**src/rtl/jtag_scan_sequencer_if.sv**
```systemverilog
// Command and TAP-side signal bundle for the JTAG scan sequencer.
// The sequencer connects through the slave modport; the command logic and TAP use master.
interface jtag_scan_sequencer_if #(
  parameter int unsigned MAX_LEN = 32,
  parameter int unsigned LEN_W   = 6
);
  logic               start;
  logic               ir_sel;
  logic [LEN_W-1:0]   len;
  logic [MAX_LEN-1:0] tdi_data;
  logic [MAX_LEN-1:0] tdo_data;
  logic               busy;
  logic               done;
  logic               err;
  logic               TMS;
  logic               TDI;
  logic               TDO;
  logic [3:0]         tap_state;

  modport master (
    output start, ir_sel, len, tdi_data, TDO,
    input  TMS, TDI, busy, done, err, tdo_data, tap_state
  );

  modport slave (
    input  start, ir_sel, len, tdi_data, TDO,
    output TMS, TDI, busy, done, err, tdo_data, tap_state
  );
endinterface

```
**src/rtl/jtag_scan_sequencer.sv**
```systemverilog
// Walks the TAP from Run-Test/Idle through one IR or DR scan and back, driving TMS/TDI,
// capturing TDO and keeping a cycle-exact mirror of the TAP state.
module jtag_scan_sequencer #(
  parameter int unsigned MAX_LEN      = 32,
  parameter int unsigned LEN_W        = 6,
  parameter logic        TLR_EXIT_TMS = 1'b1
) (
  input logic TCK,
  input logic TRST,
  jtag_scan_sequencer_if.slave bus
);

  localparam int unsigned STEP_W = 2;
  localparam logic [LEN_W:0] LEN_MAX = (LEN_W+1)'(MAX_LEN);

  localparam logic [3:0] TLR    = 4'h0;
  localparam logic [3:0] RTI    = 4'h1;
  localparam logic [3:0] SEL_DR = 4'h2;
  localparam logic [3:0] CAP_DR = 4'h3;
  localparam logic [3:0] SH_DR  = 4'h4;
  localparam logic [3:0] EX1_DR = 4'h5;
  localparam logic [3:0] PAU_DR = 4'h6;
  localparam logic [3:0] EX2_DR = 4'h7;
  localparam logic [3:0] UPD_DR = 4'h8;
  localparam logic [3:0] SEL_IR = 4'h9;
  localparam logic [3:0] CAP_IR = 4'hA;
  localparam logic [3:0] SH_IR  = 4'hB;
  localparam logic [3:0] EX1_IR = 4'hC;
  localparam logic [3:0] PAU_IR = 4'hD;
  localparam logic [3:0] EX2_IR = 4'hE;
  localparam logic [3:0] UPD_IR = 4'hF;

  // State names the phase of the TMS value currently being driven.
  typedef enum logic [2:0] {
    INIT   = 3'd0,
    IDLE   = 3'd1,
    HDR    = 3'd2,
    SHIFT  = 3'd3,
    EXIT   = 3'd4,
    UPDATE = 3'd5
  } state_t;

  function automatic logic [3:0] tap_next(input logic [3:0] s, input logic tms);
    logic [3:0] n;
    n = TLR;
    case (s)
      TLR:    n = (tms == TLR_EXIT_TMS) ? RTI : TLR;
      RTI:    n = tms ? SEL_DR : RTI;
      SEL_DR: n = tms ? SEL_IR : CAP_DR;
      CAP_DR: n = tms ? EX1_DR : SH_DR;
      SH_DR:  n = tms ? EX1_DR : SH_DR;
      EX1_DR: n = tms ? UPD_DR : PAU_DR;
      PAU_DR: n = tms ? EX2_DR : PAU_DR;
      EX2_DR: n = tms ? UPD_DR : SH_DR;
      UPD_DR: n = tms ? SEL_DR : RTI;
      SEL_IR: n = tms ? TLR    : CAP_IR;
      CAP_IR: n = tms ? EX1_IR : SH_IR;
      SH_IR:  n = tms ? EX1_IR : SH_IR;
      EX1_IR: n = tms ? UPD_IR : PAU_IR;
      PAU_IR: n = tms ? EX2_IR : PAU_IR;
      EX2_IR: n = tms ? UPD_IR : SH_IR;
      UPD_IR: n = tms ? SEL_DR : RTI;
      default: n = TLR;
    endcase
    return n;
  endfunction

  state_t              state_q, state_d;
  logic                tms_q, tms_d;
  logic                tdi_q, tdi_d;
  logic                busy_q, busy_d;
  logic                done_q, done_d;
  logic                err_q, err_d;
  logic [MAX_LEN-1:0]  tdo_q, tdo_d;
  logic [3:0]          tap_q, tap_d;
  logic [STEP_W-1:0]   step_q, step_d;
  logic [LEN_W-1:0]    cnt_q, cnt_d;
  logic [LEN_W-1:0]    len_q, len_d;
  logic                ir_q, ir_d;
  logic [MAX_LEN-1:0]  sreg_q, sreg_d;

  logic                len_ok;
  logic [STEP_W-1:0]   hdr_last;
  logic [LEN_W-1:0]    len_last;

  assign len_ok   = (bus.len != '0) && ({1'b0, bus.len} <= LEN_MAX);
  assign hdr_last = ir_q ? STEP_W'(3) : STEP_W'(2);
  assign len_last = len_q - LEN_W'(1);

  always_ff @(posedge TCK or posedge TRST) begin
    if (TRST) begin
      state_q <= INIT;
      tms_q   <= TLR_EXIT_TMS;
      tdi_q   <= 1'b0;
      busy_q  <= 1'b1;
      done_q  <= 1'b0;
      err_q   <= 1'b0;
      tdo_q   <= '0;
      tap_q   <= TLR;
      step_q  <= '0;
      cnt_q   <= '0;
      len_q   <= '0;
      ir_q    <= 1'b0;
      sreg_q  <= '0;
    end else begin
      state_q <= state_d;
      tms_q   <= tms_d;
      tdi_q   <= tdi_d;
      busy_q  <= busy_d;
      done_q  <= done_d;
      err_q   <= err_d;
      tdo_q   <= tdo_d;
      tap_q   <= tap_d;
      step_q  <= step_d;
      cnt_q   <= cnt_d;
      len_q   <= len_d;
      ir_q    <= ir_d;
      sreg_q  <= sreg_d;
    end
  end

  always_comb begin
    state_d = state_q;
    tms_d   = tms_q;
    tdi_d   = 1'b0;
    busy_d  = busy_q;
    done_d  = 1'b0;
    err_d   = 1'b0;
    tdo_d   = tdo_q;
    tap_d   = tap_next(tap_q, tms_q);
    step_d  = step_q;
    cnt_d   = cnt_q;
    len_d   = len_q;
    ir_d    = ir_q;
    sreg_d  = sreg_q;

    // tdo_data is cleared on accept, so OR-ing each captured bit into place is enough.
    if (tap_q == SH_DR || tap_q == SH_IR) begin
      tdo_d = tdo_q | (MAX_LEN'(bus.TDO) << cnt_q);
    end

    case (state_q)
      INIT: begin
        state_d = IDLE;
        tms_d   = 1'b0;
        busy_d  = 1'b0;
      end
      IDLE: begin
        tms_d = 1'b0;
        if (bus.start) begin
          if (len_ok) begin
            state_d = HDR;
            busy_d  = 1'b1;
            tms_d   = 1'b1;
            step_d  = '0;
            ir_d    = bus.ir_sel;
            len_d   = bus.len;
            sreg_d  = bus.tdi_data;
            tdo_d   = '0;
          end else begin
            err_d = 1'b1;
          end
        end
      end
      HDR: begin
        // Header after the leading 1: IR adds a second 1 (SelDR>SelIR), then zeros.
        if (step_q == hdr_last) begin
          state_d = SHIFT;
          cnt_d   = '0;
          tms_d   = (len_q == LEN_W'(1));
          tdi_d   = sreg_q[0];
          sreg_d  = sreg_q >> 1;
        end else begin
          step_d = step_q + STEP_W'(1);
          tms_d  = ir_q && (step_q == '0);
        end
      end
      SHIFT: begin
        if (cnt_q == len_last) begin
          state_d = EXIT;
          tms_d   = 1'b1;
        end else begin
          cnt_d  = cnt_q + LEN_W'(1);
          tms_d  = ((cnt_q + LEN_W'(1)) == len_last);
          tdi_d  = sreg_q[0];
          sreg_d = sreg_q >> 1;
        end
      end
      EXIT: begin
        state_d = UPDATE;
        tms_d   = 1'b0;
      end
      UPDATE: begin
        state_d = IDLE;
        tms_d   = 1'b0;
        busy_d  = 1'b0;
        done_d  = 1'b1;
      end
      default: begin
        state_d = INIT;
        tms_d   = TLR_EXIT_TMS;
        busy_d  = 1'b1;
      end
    endcase
  end

  assign bus.TMS       = tms_q;
  assign bus.TDI       = tdi_q;
  assign bus.busy      = busy_q;
  assign bus.done      = done_q;
  assign bus.err       = err_q;
  assign bus.tdo_data  = tdo_q;
  assign bus.tap_state = tap_q;

endmodule

```
**src/flat_wrapper.sv**
```systemverilog
// flat-port wrapper written by rule: the top's interface ports become plain ports
module jtag_scan_sequencer_flat 
#(
  parameter int unsigned MAX_LEN      = 32,
  parameter int unsigned LEN_W        = 6,
  parameter logic        TLR_EXIT_TMS = 1'b1
)
  (TCK, TRST, bus_start, bus_ir_sel, bus_len, bus_tdi_data, bus_TDO, bus_TMS, bus_TDI, bus_busy, bus_done, bus_err, bus_tdo_data, bus_tap_state);
  jtag_scan_sequencer_if #(.MAX_LEN(MAX_LEN), .LEN_W(LEN_W)) bus_i ();
  input logic TCK;
  input logic TRST;
  input wire logic [$bits(bus_i.start)-1:0] bus_start;
  input wire logic [$bits(bus_i.ir_sel)-1:0] bus_ir_sel;
  input wire logic [$bits(bus_i.len)-1:0] bus_len;
  input wire logic [$bits(bus_i.tdi_data)-1:0] bus_tdi_data;
  input wire logic [$bits(bus_i.TDO)-1:0] bus_TDO;
  output wire logic [$bits(bus_i.TMS)-1:0] bus_TMS;
  output wire logic [$bits(bus_i.TDI)-1:0] bus_TDI;
  output wire logic [$bits(bus_i.busy)-1:0] bus_busy;
  output wire logic [$bits(bus_i.done)-1:0] bus_done;
  output wire logic [$bits(bus_i.err)-1:0] bus_err;
  output wire logic [$bits(bus_i.tdo_data)-1:0] bus_tdo_data;
  output wire logic [$bits(bus_i.tap_state)-1:0] bus_tap_state;
  assign bus_i.start = bus_start;
  assign bus_i.ir_sel = bus_ir_sel;
  assign bus_i.len = bus_len;
  assign bus_i.tdi_data = bus_tdi_data;
  assign bus_i.TDO = bus_TDO;
  assign bus_TMS = bus_i.TMS;
  assign bus_TDI = bus_i.TDI;
  assign bus_busy = bus_i.busy;
  assign bus_done = bus_i.done;
  assign bus_err = bus_i.err;
  assign bus_tdo_data = bus_i.tdo_data;
  assign bus_tap_state = bus_i.tap_state;
  jtag_scan_sequencer #(.MAX_LEN(MAX_LEN), .LEN_W(LEN_W), .TLR_EXIT_TMS(TLR_EXIT_TMS)) u_core (.TCK(TCK), .TRST(TRST), .bus(bus_i));
endmodule
```
**config.mk**
```make
export PLATFORM = sky130hd
export DESIGN_NAME = jtag_scan_sequencer_flat
export DESIGN_NICKNAME = d
export VERILOG_FILES = /design/src/rtl/jtag_scan_sequencer_if.sv /design/src/rtl/jtag_scan_sequencer.sv /design/src/flat_wrapper.sv
export SDC_FILE = /design/constraint.sdc
export NUM_CORES = 1
export LEC_CHECK = 0
export CAP_MARGIN = 25
export CORE_ASPECT_RATIO = 1.25
export CORE_MARGIN = 5
export CORE_UTILIZATION = 33
export DETAILED_ROUTE_END_ITERATION = 7
export GPL_TIMING_DRIVEN = 0
export MAX_ROUTING_LAYER = met4
export PLACE_DENSITY = 0.55
export SLEW_MARGIN = 10
export SYNTH_ARGS = -nofsm -noshare
export SYNTH_HDL_FRONTEND = slang
export SYNTH_SLANG_ARGS = --single-unit
```
**constraint.sdc**
```tcl
create_clock -name TCK -period 5.8 [get_ports TCK]
set_input_delay 0.87 -clock TCK [delete_from_list [all_inputs] [get_ports TCK]]
set_output_delay 0.87 -clock TCK [all_outputs]
set_load 0.05 [all_outputs]
```
==> impl_metrics.toml, run 1 <==
[critical_path]
cp_cell_sequence = "clkdlybuf4s50_1, or4_1, nor2_1, xnor2_1, nand4b_2, nand3_2, buf_6, mux2_4"
worstSetupStartpoint = "bus_len[1]"
worstReg2RegStart = "u_core.len_q[0]$_DFFE_PP0P_"
cp_top_family = "simple AND/OR/NAND/NOR gates"
critPathMaxStageDelay_ps = 530
worst_ep_required_time_ps = 6030
cp-start-kind = "input pin"
crit_slowest_cell = "or4_1"
cp_max_fo = 10
crit_arrival_ps = 3350
worstSetupEndpointType = "flop"
crit_type = "in -> reg"
path_buf_inv = 2

[synthesis]
synth_top_cell_by_area = "dfrtp_1"
ys_types = 49
synth.most_common_cell = "nand2_1"
synth_edf_count = 0
yosysSeqAreaShare_pct = 49.16
ys.flop_type = "dfrtp_1"
syn_area_um2 = 4637
yosys-top-cells-area = "dfrtp_1 48%, nand2_1 10%, mux2_4 9.7%, nor2_1 4.0%, a21oi_1 3.8%"
yosys.area.top_type_share_pct = 48.03
syn_area_per_cell_um2 = 9.274
syn_nets = 547
synth_common_cells = "128 x nand2_1, 89 x dfrtp_1, 50 x nor2_1"
yosys_warnings = 0
synth-seq-cells = 91
ys_async_sr_fraction_pct = 100.0
syn_inst = 500

[timing]
fin_setup_tns_ps = 0
rsz0062_at_grt = "false"
period_needed_ps = 3119
maxSlewViolCount = 0
worst_pin_slew_ps = 668.1
fin_skew_ps = 7.364
final-setup-viol-count = 0
timing.slew.headroom_pct = 55.05
timing.fmax_ghz = 0.3206
fin_crit_sh_pct = 53.77
finalHoldViolCount = 0

[clock_network]
cts_hold_buf = 0
cts_tree = "built"
clkSinkCount = 91
cts_resized = 0
clk_pin_slew_ps = 70
cts_setup_buffers = 0
htreeDepth = 3
worstSkewPairLatency_ps = 350
root_buffer = "clkbuf_16"
clockBufferDepth = 2
cts_buffers = 9

[finish]
area_growth_pct = 29.68
drive_gt1_share_pct = 11.00
nets = 642
final_cells = 775
n_antenna_cell = 0

[placed_design]
place_inst = 759
port_buffers = 83
gp_congestion = 0.8238
dp_hpwl_um = 8203

[route]
drt_first_iter_violations = 192
routed-wl-met3_um = 356
drc = 0
maxUsedRoutingLayer = "met4"
wl_um = 11070
wl_met2_um = 5436
ant_nets = 0
viasPerCell = 4.852
vias = 3760
firstDrtPassIters = 4
met1_length_um = 5070
wire_per_inst_um = 14.28

[hold_path]
hp-class = "reg -> reg"
holdCritStartpoint = "u_core.bus.tdo_data[3]$_DFF_PP0_"

[power]
ir_drop_uv = 259.1
p_per_area_nw_per_um2 = 580.3
power.total_mw = 3.489
power_leakage_nw = 2.800

[die]
start_util_pct = 33.57
dieArea_um2 = 16540
die_w_um = 116.0
dieHeight_um = 142.5
coreArea_um2 = 13810
std_cell_rows = 48
num_io_pins = 84

[global_route]
grt_pass1_vias = 3938
gr-total-overflow = 0
antenna_found_initial = 0
grtUsageTotal_pct = 14.79
grt_start_max_net_pins = 49
grt_pass1_wl_um = 19200

[outcome]
status = "complete, no violations"

[flow_run]
drv_cap = 0
==> layer usage <==
layer	vias up	track usage [%]
met1	1815	18.46
met2	71	24.49
met3	15	1.829
met5	-	-
li1	1859	-
met4	0	5.437
==> registers in the layout, summed over array words and instances, names as in the netlist <==
signal	flops
u_core.bus.tdo_data	32
u_core.sreg_q	32
u_core.cnt_q	6
u_core.len_q	6
u_core.bus.tap_state	4
u_core.state_q	3
u_core.step_q	2
u_core.bus.TDI	1
u_core.bus.TMS	1
u_core.bus.busy	1
u_core.bus.done	1
u_core.bus.err	1
u_core.ir_q	1
==> path summary, 6_finish.rpt <==
check / end / slack, ps / depth (start not counted)
max: u_core.sreg_q[22]$_DFFE_PP0P_ / 2680 / 8
min: u_core.bus.tdo_data[3]$_DFF_PP0_ / 500 / 2
max reg2reg: u_core.sreg_q[22]$_DFFE_PP0P_ / 3210 / 9
min reg2reg: u_core.bus.tdo_data[3]$_DFF_PP0_ / 500 / 2
max in group asynchronous: u_core.bus.busy$_DFFE_PP1P_ / 4170 / 3
min in group asynchronous: u_core.bus.tdo_data[6]$_DFF_PP0_ / 940 / 2
==> power breakdown <==
group          internal, mW  switching [mW]  leakage, nW  total [mW]
combinational         0.860            1.03         1.49        1.89
sequential            0.871           0.149         1.17        1.02
clock                 0.302           0.274        0.139       0.577
==> cell families after synthesis <==
group                    synth area share [%]
flip-flops                              49.16
XOR/XNOR                                3.373
AND/OR/NAND/NOR                         22.67
AO/OA/AOI/OAI                           9.363
adder cells (fa/ha/maj)                 1.079
buffers and inverters                   4.398
multiplexers                            9.957
==> stage by stage <==
stage | setup WS [ps] | hold WS (ps) | util (%) | cell area, um^2
3_5_place_dp | 2292 | 484.4 | 41.39 | 5717
6_report | 2681 | 498.3 | 43.53 | 6013
4_1_cts | 2644 | 501.5 | 43.53 | 6013
2_1_floorplan | 2570 | 473.4 | - | 4637
5_1_grt | 2534 | 524.5 | 43.53 | 6013
3_3_place_gp | 1046 | 477.0 | 41.17 | 5687
==> worst min-delay path: stages (launching register included) <==
cell and delay (ps):
dfrtp_1 340, a21oi_1 40, nor2_1 70
==> cells in the final DEF, fill, tap and decap left out, types with 6 or more instances in the layout <==
cell and count:
o21ai_0 18, clkbuf_16 9, clkdlybuf4s50_1 83, xnor2_1 10, dfrtp_1 89, clkbuf_1 25, inv_1 11, nor2_1 50
xor2_1 6, a21oi_1 35, nor3_1 7, nand2_1 128, mux2_4 30, nand3_1 15
==> final cells by class <==
class / count / area, um^2
Sequential cell: 91 / 2280
Clock inverter: 7 / 71.32
Clock buffer: 9 / 225.2
Tap cell: 175 / 219.0
Inverter: 12 / 47.55
Fill cell: 1414 / 7800
Buffer: 33 / 158.9
Multi-Input combinational cell: 364 / 2153
Timing Repair Buffer: 84 / 858.3
Note: power is estimated with default switching activity, not from simulation.
==> inputs of run 2 (changes only) <==
--- a/config.mk
+++ b/config.mk
@@ -12,7 +12,7 @@
 export DETAILED_ROUTE_END_ITERATION = 7
 export GPL_TIMING_DRIVEN = 0
 export MAX_ROUTING_LAYER = met4
-export PLACE_DENSITY = 0.55
+export PLACE_DENSITY = 0.57
 export SLEW_MARGIN = 10
 export SYNTH_ARGS = -nofsm -noshare
 export SYNTH_HDL_FRONTEND = slang
==> constraint.sdc (replaced) <==
create_clock -name TCK -period 2.7 [get_ports TCK]
set_input_delay 0.405 -clock TCK [delete_from_list [all_inputs] [get_ports TCK]]
set_output_delay 0.405 -clock TCK [all_outputs]
set_load 0.05 [all_outputs]
==> run 2 against run 1 <==
Against the previous run:
- register-to-register slack lost 3000 ps
- core utilization shrank 0.054 points
- cell area shrank 0.12%
- critical endpoint is now u_core.bus.tdo_data[27]$_DFF_PP0_
- largest cell class unchanged
- largest power group unchanged
- highest routed layer unchanged
==> impl_metrics.toml, run 2 (synthesized netlist as in run 1, its figures left out) <==
[timing]
rsz0062_at_grt = "true"
finalHoldViolCount = 0
fin_setup_tns_ps = 0
final-setup-viol-count = 0
fin_ws_ps = 110.4
fin_crit_sh_pct = 95.91
period_needed_ps = 2590
fin_skew_ps = 6.687
timing.fmax_ghz = 0.3862
maxSlewViolCount = 0
timing.slew.headroom_pct = 49.28
worst_pin_slew_ps = 759.1

[route]
viasPerCell = 4.845
firstDrtPassIters = 4
vias = 3750
wire_per_inst_um = 14.38
drc = 0
drt_first_iter_violations = 216
ant_nets = 0
wl_um = 11130

[finish]
n_antenna_cell = 0
nets = 644
fillers = 1376
drive_gt1_share_pct = 10.68
final_cells = 774
area_growth_pct = 29.52
utilization_pct = 43.48
layout_commonest_cell = "nand2_1"
layout_common_cells = "128 x nand2_1, 89 x dfrtp_1, 83 x clkdlybuf4s50_1"

[placed_design]
dp_slack_ps = -328.5
gp_congestion = 0.8442
port_buffers = 83
dp_hpwl_um = 8196
place_inst = 760

[critical_path]
cp-start-kind = "input pin"
worst_ep_required_time_ps = 2900
cp_max_fo = 10
worstSetupStartpoint = "bus_len[1]"
crit_arrival_ps = 2790
crit_type = "in -> reg"
worstReg2RegStart = "u_core.len_q[0]$_DFFE_PP0P_"
worstSetupEndpointType = "flop"

[power]
ir_drop_uv = 627.6
p_seq_share_pct = 29.5
p_int_mw = 4.363
swShare_pct = 41.34
clkPwrFrac_pct = 14.8
p_per_area_nw_per_um2 = 1238
combPwrFrac_pct = 55.6
power_leakage_nw = 2.800
p_sw_mw = 3.075

[die]
coreArea_um2 = 13810
std_cell_rows = 48
num_io_pins = 84
dieHeight_um = 142.5
die_w_um = 116.0
dieArea_um2 = 16540
start_util_pct = 33.57

[clock_network]
root_buffer = "clkbuf_16"
clkSinkCount = 91
clk_pin_slew_ps = 60
htreeDepth = 3
worstSkewPairLatency_ps = 340
cts_hold_buf = 0
cts_tree = "built"
clockBufferDepth = 2
cts_buffers = 9

[global_route]
grtUsageTotal_pct = 14.53
gr-total-overflow = 0
antenna_found_initial = 0
grt_pass1_wl_um = 18820
grt_pass1_vias = 3865
grt_start_max_net_pins = 34

[outcome]
status = "complete, no violations"

[flow_run]
drv_cap = 0

[hold_path]
hp-class = "reg -> reg"
holdCritStartpoint = "u_core.bus.tdo_data[15]$_DFF_PP0_"
[run 2: changes by cell type in the layout (fill, tap and decap cells not counted)]
cell / delta
buf_12: +2
buf_16: -1
buf_4: +1
clkbuf_1: +1
clkinv_2: +2
clkinv_8: -1
clkinvlp_4: -1
inv_4: -1
inv_6: -1
inv_8: -2
nand4b_2: -1
nand4b_4: +1
o41ai_2: -1
o41ai_4: +1
[run 2: stage by stage]
stage	hold slack (ps)	power [mW]	instance area, um^2
CTS	501.2	7.442	5978
global placement	475.6	6.186	5690
detailed placement	486.7	6.291	5731
floorplan	473.4	5.346	4641
global route	523.8	7.992	6006
finish	491.2	7.438	6006
[run 2: repair_timing]
action / in CTS / in global routing
hold endpoints to repair: 0 / 0
endpoints found under the setup margin: 0 / 30
buffers inserted: 0 / 1
resized for setup: 0 / 2
[run 2: path summary, 6_finish.rpt]
path	endpoint	slack, ps	depth (start not counted)
max	u_core.bus.tdo_data[27]$_DFF_PP0_	110	8
max reg2reg	u_core.sreg_q[26]$_DFFE_PP0P_	200	9
min	u_core.bus.tdo_data[15]$_DFF_PP0_	490	2
min reg2reg	u_core.bus.tdo_data[15]$_DFF_PP0_	490	2
max in group asynchronous	u_core.bus.busy$_DFFE_PP1P_	1470	3
min in group asynchronous	u_core.sreg_q[23]$_DFFE_PP0P_	550	2
[run 2: final cells by class]
class	instances	area [um^2]	area share, %
Inverter	12	48.80	0.8125
Clock buffer	10	229.0	3.813
Sequential cell	91	2280	37.96
Multi-Input combinational cell	364	2173	36.19
Buffer	33	158.9	2.646
Timing Repair Buffer	86	878.3	14.62
Tap cell	175	219.0	3.646
Clock inverter	3	18.77	0.3125
[run 2: critical path, cell delays in order]
cell             delay (ps)
clkdlybuf4s50_1         420
or4_1                   520
nor2_1                  130
xnor2_1                 240
and4b_1                 270
buf_2                   210
clkbuf_1                460
nor2_1                  120
[run 2: power by group through the flow]
stage / clock network [mW] / logic (mW) / registers [mW]
6_report: 1.10 / 4.14 / 2.20
2_1_floorplan: 0 / 2.78 / 2.56
3_3_place_gp: 0 / 3.98 / 2.20
5_1_grt: 1.19 / 4.53 / 2.27
3_5_place_dp: 0 / 4.08 / 2.21
4_1_cts: 1.14 / 4.10 / 2.20
[run 2: per-layer routing]
layer	routed length, um	share of wire, %	vias up	global-route usage (%)
met1	4934	44	1781	18.07
met2	5487	49	91	23.64
met3	512	4.6	18	2.892
met5	0	0	-	-
li1	-	-	1860	-
met4	193	1.7	0	4.826
==> inputs of run 3 (changes only) <==
--- a/config.mk
+++ b/config.mk
@@ -8,11 +8,12 @@
 export CAP_MARGIN = 25
 export CORE_ASPECT_RATIO = 1.25
 export CORE_MARGIN = 5
-export CORE_UTILIZATION = 33
+export CORE_UTILIZATION = 40
 export DETAILED_ROUTE_END_ITERATION = 7
 export GPL_TIMING_DRIVEN = 0
 export MAX_ROUTING_LAYER = met4
-export PLACE_DENSITY = 0.57
+export PLACE_DENSITY = 0.67
+export REMOVE_ABC_BUFFERS = 1
 export SLEW_MARGIN = 10
 export SYNTH_ARGS = -nofsm -noshare
 export SYNTH_HDL_FRONTEND = slang
==> run 3 against run 2 <==
Against the previous run:
- sequential power is 7% higher
- sequential share of layout area rose by 0.52 points
- die area decreased by 16%
- critical path type is now reg -> reg
- critical path depth increased by 1
- cell area is 1.4% lower
- cell count shrank 8.3%
- clock skew shrank 0.88 ps
- register-to-register slack worse by 70 ps
- largest cell class unchanged
- core utilization is 8.0 points higher
- combinational power down 4%
- highest routed layer unchanged
==> impl_metrics.toml, run 3 (synthesized netlist as in run 1, its figures left out) <==
[critical_path]
worst_ep_required_time_ps = 2930
cp_max_fo = 18
cp-start-kind = "flop"
rrSetupSlack_ps = 130
worstReg2RegStart = "u_core.len_q[0]$_DFFE_PP0P_"
rr_worst_depth = 9
r2r-end = "u_core.sreg_q[5]$_DFFE_PP0P_"
crit_arrival_ps = 2800
worstSetupEndpointType = "flop"
crit_type = "reg -> reg"

[placed_design]
dp_hpwl_um = 7318
port_buffers = 83
gp_congestion = 0.8397
placed_area_um2 = 5569
dp_slack_ps = -970.0

[route]
firstDrtPassIters = 5
vias = 3643
drc = 0
wire_per_inst_um = 14.45
ant_nets = 0
viasPerCell = 5.131
wl_um = 10260
drt_first_iter_violations = 160

[outcome]
status = "complete, no violations"

[power]
power.total_mw = 7.539
p_per_area_nw_per_um2 = 1272
power_leakage_nw = 2.781
ir_drop_uv = 767.2

[timing]
timing.slew.headroom_pct = 58.68
finalHoldViolCount = 0
fin_skew_ps = 5.811
rsz0062_at_grt = "false"
worst_pin_slew_ps = 614.2
fin_crit_sh_pct = 95.36
timing.fmax_ghz = 0.3884
period_needed_ps = 2575
maxSlewViolCount = 0
fin_setup_tns_ps = 0
fin_ws_ps = 125.2
final-setup-viol-count = 0
fin_hold_ws_ps = 473.7

[clock_network]
clkSinkCount = 91
cts_buffers = 9
clockBufferDepth = 2
cts_hold_buf = 0
htreeDepth = 3
root_buffer = "clkbuf_16"
clk_pin_slew_ps = 60
cts_tree = "built"
worstSkewPairLatency_ps = 340

[die]
num_io_pins = 84
std_cell_rows = 44
coreArea_um2 = 11510
start_util_pct = 40.30
dieArea_um2 = 13860
die_w_um = 106.3
dieHeight_um = 130.4

[finish]
nets = 615
layout_common_cells = "128 x nand2_1, 89 x dfrtp_1, 83 x clkdlybuf4s50_1"
layout_commonest_cell = "nand2_1"
n_antenna_cell = 0
post-route-cell-area_um2 = 5924
drive_gt1_share_pct = 11.36
area_growth_pct = 27.77

[global_route]
gr-total-overflow = 0
grt_start_max_net_pins = 49
grtUsageTotal_pct = 15.83
antenna_found_initial = 0
grt_pass1_vias = 3665
grt_pass1_wl_um = 17200

[hold_path]
hp-class = "in -> async"

[flow_run]
drv_cap = 0
## run 3: stage by stage
step	instances	utilization, %
after global placement	688	47.64
after CTS	709	51.28
final	710	51.49
after global routing	710	51.49
after detailed placement	692	48.40
after floorplan	467	-
## run 3: metal layers
metal | share of wire, % | global-route usage (%) | wire length, um
met5 | 0 | - | 0
met4 | 2.2 | 7.546 | 228
met3 | 4.2 | 2.899 | 428
met2 | 50 | 25.96 | 5111
met1 | 44 | 18.99 | 4490
## run 3: worst max path at each step
stage	start	endpoint	slack, ps	cells after the start
floorplan	u_core.len_q[0]$_DFFE_PP0P_	u_core.sreg_q[0]$_DFFE_PP0P_	-680	8
global placement	TRST	u_core.len_q[2]$_DFFE_PP0P_	-1440	2
detailed placement	u_core.len_q[0]$_DFFE_PP0P_	u_core.sreg_q[5]$_DFFE_PP0P_	-970	9
CTS	u_core.len_q[0]$_DFFE_PP0P_	u_core.sreg_q[5]$_DFFE_PP0P_	40	9
global route	bus_len[1]	u_core.sreg_q[5]$_DFFE_PP0P_	10	8
finish	u_core.len_q[0]$_DFFE_PP0P_	u_core.sreg_q[5]$_DFFE_PP0P_	130	9
## run 3: final cells by class
| class | instances | area [um^2] |
|---|---|---|
| Multi-Input combinational cell | 364 | 2192 |
| Inverter | 12 | 47.55 |
| Fill cell | 1055 | 5582 |
| Clock buffer | 11 | 232.7 |
| Sequential cell | 91 | 2280 |
| Clock inverter | 4 | 52.55 |
| Tap cell | 138 | 172.7 |
| Timing Repair Buffer | 90 | 947.2 |
## run 3: repair_timing
item / CTS / global route
gates resized for setup: 2 / 4
hold endpoints to repair: 0 / 0
pin swaps: 2 / 1
endpoints found under the setup margin: 35 / 41
buffers inserted: 2 / 1
## run 3: report_power, final
group / internal, mW / leakage (nW) / switching [mW]
combinational: 1.92 / 1.47 / 2.04
clock: 0.714 / 0.140 / 0.507
sequential: 1.87 / 1.17 / 0.487
## run 3: critical path, stage by stage, from the launching register on
cell     delay (ps)
dfrtp_1         420
inv_1            90
ha_1            290
xnor2_2         200
nor2_1           60
o31a_1          330
o41ai_4         390
nand3_4         150
buf_16          200
mux2_4          310
